[src/rtl/hazard_ctrl.sv]
// hazard_ctrl
// Pipeline hazard controller for the renamed 5-stage RV32I core.
//
// Purpose:
//   Tracks which physical registers still have an in-flight producer
//   (busy scoreboard). Stalls the ID instruction when a source can
//   neither be read from the PRF nor forwarded by the time it reaches EX.
//   Sequences the pipeline register enables, bubbles and flushes for
//   three events: data-memory waits, EX redirects and source hazards.
//
// Ports:
//   clk, rst_n                      clock, asynchronous active-low reset
//   id_valid, id_rs{1,2}_used/_tag  ID instruction and its sources
//   alloc_valid, alloc_tag          destination allocated for the ID instr
//   ex_we, ex_is_load, ex_dest_tag  producer currently in ID/EX
//   mem_we, mem_dest_tag            producer currently in EX/MEM
//   wb_valid, wb_tag                PRF write happening this cycle
//   dmem_stall                      MEM waiting on data memory
//   redirect, squash_valid/_tag     EX mispredict, killed ID destination
//   *_we, id_ex_bubble, if_id_flush pipeline register control
//   busy_vec                        scoreboard state
//   stall_cycles                    wrapping count of cycles with if_id_we=0
module hazard_ctrl #(
  parameter int NUM_PHYS = 64,
  parameter int TAG_W    = 6
) (
  input  logic                clk,
  input  logic                rst_n,
  input  logic                id_valid,
  input  logic                id_rs1_used,
  input  logic                id_rs2_used,
  input  logic [TAG_W-1:0]    id_rs1_tag,
  input  logic [TAG_W-1:0]    id_rs2_tag,
  input  logic                alloc_valid,
  input  logic [TAG_W-1:0]    alloc_tag,
  input  logic                ex_we,
  input  logic                ex_is_load,
  input  logic [TAG_W-1:0]    ex_dest_tag,
  input  logic                mem_we,
  input  logic [TAG_W-1:0]    mem_dest_tag,
  input  logic                wb_valid,
  input  logic [TAG_W-1:0]    wb_tag,
  input  logic                dmem_stall,
  input  logic                redirect,
  input  logic                squash_valid,
  input  logic [TAG_W-1:0]    squash_tag,
  output logic                pc_we,
  output logic                if_id_we,
  output logic                id_ex_we,
  output logic                ex_mem_we,
  output logic                mem_wb_we,
  output logic                id_ex_bubble,
  output logic                if_id_flush,
  output logic [NUM_PHYS-1:0] busy_vec,
  output logic [31:0]         stall_cycles
);

  localparam logic [1:0] RUN      = 2'd0;
  localparam logic [1:0] LU_STALL = 2'd1;
  localparam logic [1:0] MEM_WAIT = 2'd2;

  logic [1:0]          state_q, state_d;
  logic                flush_pending_q, flush_pending_d;
  logic [NUM_PHYS-1:0] busy_q, busy_d;
  logic [31:0]         stall_cycles_q, stall_cycles_d;

  // ---------------------------------------------------------------------
  // Source hazard detection
  // ---------------------------------------------------------------------
  // A load in ID/EX never forwards from EX/MEM (its data arrives in WB),
  // so an ID/EX match only counts as forwardable for non-loads.
  logic rs1_fwd, rs2_fwd, rs1_haz, rs2_haz, hazard;

  assign rs1_fwd = (ex_we && !ex_is_load && (id_rs1_tag == ex_dest_tag)) ||
                   (mem_we && (id_rs1_tag == mem_dest_tag)) ||
                   (wb_valid && (id_rs1_tag == wb_tag));
  assign rs2_fwd = (ex_we && !ex_is_load && (id_rs2_tag == ex_dest_tag)) ||
                   (mem_we && (id_rs2_tag == mem_dest_tag)) ||
                   (wb_valid && (id_rs2_tag == wb_tag));

  assign rs1_haz = id_rs1_used && (id_rs1_tag != '0) && busy_q[id_rs1_tag] && !rs1_fwd;
  assign rs2_haz = id_rs2_used && (id_rs2_tag != '0) && busy_q[id_rs2_tag] && !rs2_fwd;
  assign hazard  = id_valid && (rs1_haz || rs2_haz);

  // ---------------------------------------------------------------------
  // Event priority: memory freeze > flush > hazard > run
  // ---------------------------------------------------------------------
  // A pending flush can only exist while parked in MEM_WAIT, so it is
  // honoured on the first cycle that state sees dmem_stall drop.
  logic flush_take, flush_now, hold_now, alloc_en;

  assign flush_take = redirect || ((state_q == MEM_WAIT) && flush_pending_q);
  assign flush_now  = !dmem_stall && flush_take;
  assign hold_now   = !dmem_stall && !flush_take && hazard;
  assign alloc_en   = !dmem_stall && !flush_take && !hazard && alloc_valid;

  always_comb begin
    pc_we        = 1'b1;
    if_id_we     = 1'b1;
    id_ex_we     = 1'b1;
    ex_mem_we    = 1'b1;
    mem_wb_we    = 1'b1;
    id_ex_bubble = 1'b0;
    if_id_flush  = 1'b0;
    if (!rst_n) begin
      // Reset values are driven combinationally so they appear as soon
      // as rst_n falls, not at the next edge.
      pc_we        = 1'b0;
      if_id_we     = 1'b0;
      id_ex_we     = 1'b0;
      ex_mem_we    = 1'b0;
      mem_wb_we    = 1'b0;
      id_ex_bubble = 1'b1;
      if_id_flush  = 1'b1;
    end else if (dmem_stall) begin
      pc_we     = 1'b0;
      if_id_we  = 1'b0;
      id_ex_we  = 1'b0;
      ex_mem_we = 1'b0;
      mem_wb_we = 1'b0;
    end else if (flush_now) begin
      id_ex_bubble = 1'b1;
      if_id_flush  = 1'b1;
    end else if (hold_now) begin
      pc_we        = 1'b0;
      if_id_we     = 1'b0;
      id_ex_bubble = 1'b1;
    end
  end

  // ---------------------------------------------------------------------
  // Next-state logic
  // ---------------------------------------------------------------------
  always_comb begin
    state_d         = RUN;
    flush_pending_d = 1'b0;
    if (dmem_stall) begin
      state_d         = MEM_WAIT;
      flush_pending_d = flush_pending_q || redirect;
    end else if (flush_take) begin
      state_d = RUN;
    end else if (hazard) begin
      state_d = LU_STALL;
    end
  end

  assign stall_cycles_d = if_id_we ? stall_cycles_q : stall_cycles_q + 32'd1;

  // ---------------------------------------------------------------------
  // Scoreboard: one bit per physical tag. Within a tag the WB/squash
  // clear is applied first and the allocation set last, so a same-cycle
  // alloc wins. Tag 0 is the hardwired zero register and never busy.
  // ---------------------------------------------------------------------
  genvar gi;
  generate
    for (gi = 0; gi < NUM_PHYS; gi++) begin : g_sb
      if (gi == 0) begin : g_zero
        assign busy_d[gi] = 1'b0;
      end else begin : g_tag
        logic clr_hit, set_hit;
        assign clr_hit = (wb_valid && (wb_tag == TAG_W'(gi))) ||
                         (flush_now && squash_valid && (squash_tag == TAG_W'(gi)));
        assign set_hit = alloc_en && (alloc_tag == TAG_W'(gi));
        assign busy_d[gi] = dmem_stall ? busy_q[gi]
                                       : (set_hit || (busy_q[gi] && !clr_hit));
      end
    end
  endgenerate

  always_ff @(posedge clk or negedge rst_n) begin
    if (!rst_n) begin
      state_q         <= RUN;
      flush_pending_q <= 1'b0;
      busy_q          <= '0;
      stall_cycles_q  <= '0;
    end else begin
      state_q         <= state_d;
      flush_pending_q <= flush_pending_d;
      busy_q          <= busy_d;
      stall_cycles_q  <= stall_cycles_d;
    end
  end

  assign busy_vec     = busy_q;
  assign stall_cycles = stall_cycles_q;

endmodule

[config.mk]
export PLATFORM = sky130hd
export DESIGN_NAME = hazard_ctrl
export DESIGN_NICKNAME = d
export VERILOG_FILES = /design/src/rtl/hazard_ctrl.sv
export SDC_FILE = /design/constraint.sdc
export NUM_CORES = 1
export LEC_CHECK = 0
export CELL_PAD_IN_SITES_DETAIL_PLACEMENT = 1
export CELL_PAD_IN_SITES_GLOBAL_PLACEMENT = 2
export CORE_UTILIZATION = 33
export DETAILED_ROUTE_END_ITERATION = 10
export HOLD_SLACK_MARGIN = 0.03
export PLACE_DENSITY = 0.84
export SLEW_MARGIN = 5
export SYNTH_ARGS = -nofsm -noshare
export SYNTH_HDL_FRONTEND = slang
export SYNTH_SLANG_ARGS = --single-unit
[constraint.sdc]
create_clock -name clk -period 5.4 [get_ports clk]
set_clock_uncertainty 0.2 [all_clocks]
set_input_delay 0.54 -clock clk [delete_from_list [all_inputs] [get_ports clk]]
set_output_delay 0.54 -clock clk [all_outputs]
set_load 0.005 [all_outputs]
==> results.rst <==
.. list-table::
   :header-rows: 1

   * - Metric
     - Value
   * - Cell area after synthesis
     - 6500 um^2
   * - Cell with the biggest individual delay on the critical path
     - sky130_fd_sc_hd__clkdlybuf4s50_1
   * - Final critical-path share of the clock period
     - 87.7%
   * - Kind of launch point of the worst setup path
     - primary input
   * - # Max-Cap Violations
     - 0
   * - Final routed wirelength across all metal layers
     - 26700 um
   * - Detailed placer's ending HPWL
     - roughly 20000 um
   * - Power share of the combinational group
     - 24.9%
   * - Vias per std cell
     - 6.03
   * - Worst hold slack
     - roughly 0.28 ns
   * - Diodes inserted
     - 0
   * - Post-detailed-route count of antenna-violating nets
     - 0
   * - Final critical-path required period
     - 4.73 ns
   * - Unrepaired setup endpoints after global routing
     - false
   * - Number of standard-cell rows in the floorplan
     - 50
   * - Worst Setup Slack post-DPL
     - about 0.64 ns
   * - Clock tree from TritonCTS
     - built
   * - Buffers inserted by post-CTS timing repair
     - 0
   * - Biggest cell delay along the critical path
     - 1.01 ns
   * - Synth area leader
     - sky130_fd_sc_hd__dfrtp_1
   * - Tot Pwr
     - 0.00201 W
   * - Number of global-route vias before repair
     - 6906
   * - Average footprint of a synthesized cell
     - 9.31 um^2
   * - Critical Path Most Common Cell
     - sky130_fd_sc_hd__clkdlybuf4s50_1
   * - Width of the chip
     - roughly 140 um
   * - Synthesized-area fraction occupied by adder cells
     - 0.193%
   * - Initial core utilization
     - about 34%
   * - Post-cts repair resize count
     - 0
   * - Fin worst setup slack
     - 0.666 ns
   * - Leading post-synthesis cells by cell area
     - sky130_fd_sc_hd__dfrtp_1, sky130_fd_sc_hd__o21ai_0, sky130_fd_sc_hd__a22oi_1
   * - Die Height
     - 142 um
   * - Crit path required time
     - 4.66 ns
   * - Post-CTS Hold Buffers
     - 1
   * - Drt initial violations
     - 420
   * - Average wire length per cell after detail routing
     - 24.7 um
   * - Final Cell Area
     - 8470 um^2
   * - Root Driver
     - sky130_fd_sc_hd__clkbuf_16
   * - Clock buffer count from CTS
     - 9
   * - Main combinational cell family by area after synthesis
     - compound AO/OA/AOI/OAI gates
   * - I/O pin count
     - between 150 and 200
   * - FF-to-FF path depth
     - 9
   * - Worst Hold End
     - stall_cycles[31]
   * - Unique cell type count in the Yosys netlist
     - between 50 and 60
   * - Data arrival time at the worst-slack endpoint
     - 3.99 ns
   * - Multiplexer share of the synthesized area
     - approximately 12%
   * - Maximum ir drop on the vdd rail
     - 0.198 mV
   * - Cell with the most instances after synthesis
     - sky130_fd_sc_hd__o21ai_0
   * - Die area
     - 20300 um^2
   * - Power per unit of standard cell area
     - 237 nW/um^2
   * - Count of clock tree sinks
     - 98
   * - Depth of the CTS H-tree
     - 3
   * - Port Buf Inserts
     - 156
   * - Switch Pwr
     - approximately 0.00063 W
   * - DP Area
     - 8180 um^2
   * - Sequential area share after synthesis
     - 37.8%
   * - Proportion of layout cells with a drive suffix above 1
     - ~7.3%
   * - Switch share
     - 31.5%
   * - Iteration count of the initial detailed-routing pass
     - 5
   * - Most instantiated cells after synthesis
     - sky130_fd_sc_hd__o21ai_0, sky130_fd_sc_hd__dfrtp_1, sky130_fd_sc_hd__a22oi_1
   * - Synth top area share
     - 37.8%
   * - Post-Synthesis Cells
     - around 700
   * - Aggregate global routing overflow
     - 0
   * - Wire length of the first global-routing pass
     - 41000 um
   * - CTS max path bufs
     - 2
   * - Critical path capture point type
     - output pin
   * - Share of the synthesized netlist area taken by xor and xnor gates
     - roughly 9%
   * - Storage cell area
     - approximately 2500 um^2
   * - Vias
     - 6520
   * - Sequential group share of total power
     - 44.0%
   * - Post-route setup TNS
     - 0 ns
   * - Number of design rule violations left after detail routing
     - 0
   * - Achievable Freq
     - roughly 210 MHz
   * - Core Box Area
     - 19000 um^2
   * - Layout-stage area growth over the synthesis result
     - 30.5%
   * - Fraction of synthesis flops using an asynchronous set or reset pin
     - 100%
   * - Reg2reg setup slack
     - 1.66 ns
   * - Fraction of the mapped netlist area in simple logic gates
     - approximately 16%
   * - Critical Path, Cell by Cell
     - clkdlybuf4s50_1 > mux4_2 > mux2_2 > a211oi_1 > a31o_2 > a21oi_4 > nor2b_1 > a21o_1 > clkdlybuf4s50_1
   * - Clock transition time at the flip-flop clock pins of the worst setup and hold paths
     - 0.08 ns
   * - Fraction of the mapped netlist area in compound gates
     - 20.5%
   * - Synthesized netlist net count
     - 754
   * - #FFs+latches synth
     - 98
   * - Worst rel slew slack
     - 7.03%
   * - Number of flops mapped to enable cells by yosys
     - 0
   * - Initial antenna violation count
     - 0
   * - Pin count of the biggest net entering global routing
     - between 70 and 80
   * - Slew Viols, Final
     - 0
   * - Total area of multi-input combinational cells
     - 3740 um^2
   * - Number of setup violations in the final report
     - 0
   * - Clock latency on the worst-skew pair
     - 0.35 ns
   * - Worst hold path startpoint
     - stall_cycles[31]
   * - Worst r2r dst
     - busy_vec[43]
   * - Critical path fanouts, max
     - 12
   * - Outcome
     - finished, final reports clean
   * - Number of hold violations in the final report
     - 0
   * - Least-Margin Pin Slew
     - 1.39 ns
   * - Hold Path Depth
     - 1
   * - Yosys warns
     - 0
   * - Total internal power
     - 0.00138 W
   * - Final-layout fill cell count
     - 2174
   * - Reg-to-reg startpoint
     - busy_vec[21]
   * - Leak Pwr
     - 3.10 nW
   * - Type of the worst setup path
     - primary input to output pin
   * - Placer's final routability congestion estimate
     - ~0.9
   * - GRT Resource Usage Total
     - 27.0%
   * - Share of total power in the clock network
     - between 30 and 40%
   * - Final #Nets
     - 872
   * - Commonest register cell after synthesis
     - sky130_fd_sc_hd__dfrtp_1
   * - Type of the worst min-delay path
     - flip-flop to flip-flop
==> through the flow <==
step                      util, %  instances
after global routing         44.6       1081
after floorplan                 -        698
final                        44.6       1081
after CTS                    44.6       1081
after detailed placement     43.0       1064
after global placement       43.0       1064
==> worst max-delay path by stage <==
stage                  startpoint            to  slack, ns
global route        id_rs2_tag[0]  id_ex_bubble       0.57
global placement    id_rs2_tag[1]  busy_vec[16]       0.72
finish              id_rs2_tag[0]  id_ex_bubble       0.67
detailed placement  id_rs2_tag[2]  busy_vec[18]       0.64
CTS                 id_rs2_tag[0]  id_ex_bubble       0.67
floorplan           id_rs1_tag[1]         pc_we       1.84
==> power groups by stage <==
stage	Clock (W)	Sequential, W	Combinational (W)
global route	0.000665	0.000897	0.000542
CTS	0.000628	0.000884	0.000501
finish	0.000625	0.000885	0.000500
floorplan	0	0.000872	0.000228
detailed placement	0	0.000897	0.000496
global placement	0	0.000894	0.000485
==> layout by cell type, fill, tap and decap left out, types with 11 or more instances in the layout <==
cell type,netlist,final
sky130_fd_sc_hd__nand4_1,23,23
sky130_fd_sc_hd__nor2_1,38,38
sky130_fd_sc_hd__nand2_1,28,28
sky130_fd_sc_hd__nand3_1,20,20
sky130_fd_sc_hd__a22oi_1,63,63
sky130_fd_sc_hd__mux4_2,21,21
sky130_fd_sc_hd__dfrtp_1,98,98
sky130_fd_sc_hd__nor2b_1,15,15
sky130_fd_sc_hd__nor4_1,11,11
sky130_fd_sc_hd__clkdlybuf4s50_1,0,155
sky130_fd_sc_hd__nand2b_1,11,11
sky130_fd_sc_hd__o21ai_0,100,100
sky130_fd_sc_hd__buf_4,6,11
sky130_fd_sc_hd__xnor2_1,48,48
sky130_fd_sc_hd__mux2i_1,23,23
sky130_fd_sc_hd__nor3_1,13,13
sky130_fd_sc_hd__o21ai_1,31,30
sky130_fd_sc_hd__xor2_1,19,19
==> critical path: cells and delay by family <==
family                 cells  cell delay [ns]
AO/OA/AOI/OAI              4             0.72
AND/OR/NAND/NOR            1             0.29
multiplexers               2             0.92
buffers and inverters      2             1.51
==> layout make-up <==
type | instances | area share, %
flip-flops and latches | 98 | 28.9
clock inverters | 6 | 0.620
multi-input cells | 533 | 44.2
repair buffers | 167 | 19.4
well taps | 260 | 3.84
clock buffers | 10 | 2.70
inverters | 7 | 0.310
==> kinds of logic after synthesis <==
| logic type | count (synthesis) |
|---|---|
| muxes | 48 |
| DFF | 98 |
| adders and majority gates | 1 |
| AOI/OAI and AO/OA | 220 |
| and+or+nand+nor | 196 |
| buffers and inverters | 67 |
| xor gates and xnor gates | 67 |
| other | 1 |
==> routing by layer <==
| metal | vias up | GRT usage (%) | routed length, um |
|---|---|---|---|
| li1 | 2834 | - | - |
| met5 | - | 0 | 0 |
| met1 | 3325 | 37.1 | 11500 |
| met3 | 45 | 4.85 | 2080 |
| met2 | 316 | 43.0 | 12500 |
| met4 | 0 | 8.32 | 554 |
==> sequential cells by signal (all words and copies together), names as in the netlist <==
register         flops
stall_cycles        32
state_q              2
flush_pending_q      1
busy_vec            63
Note: power is estimated with default switching activity, not from simulation.
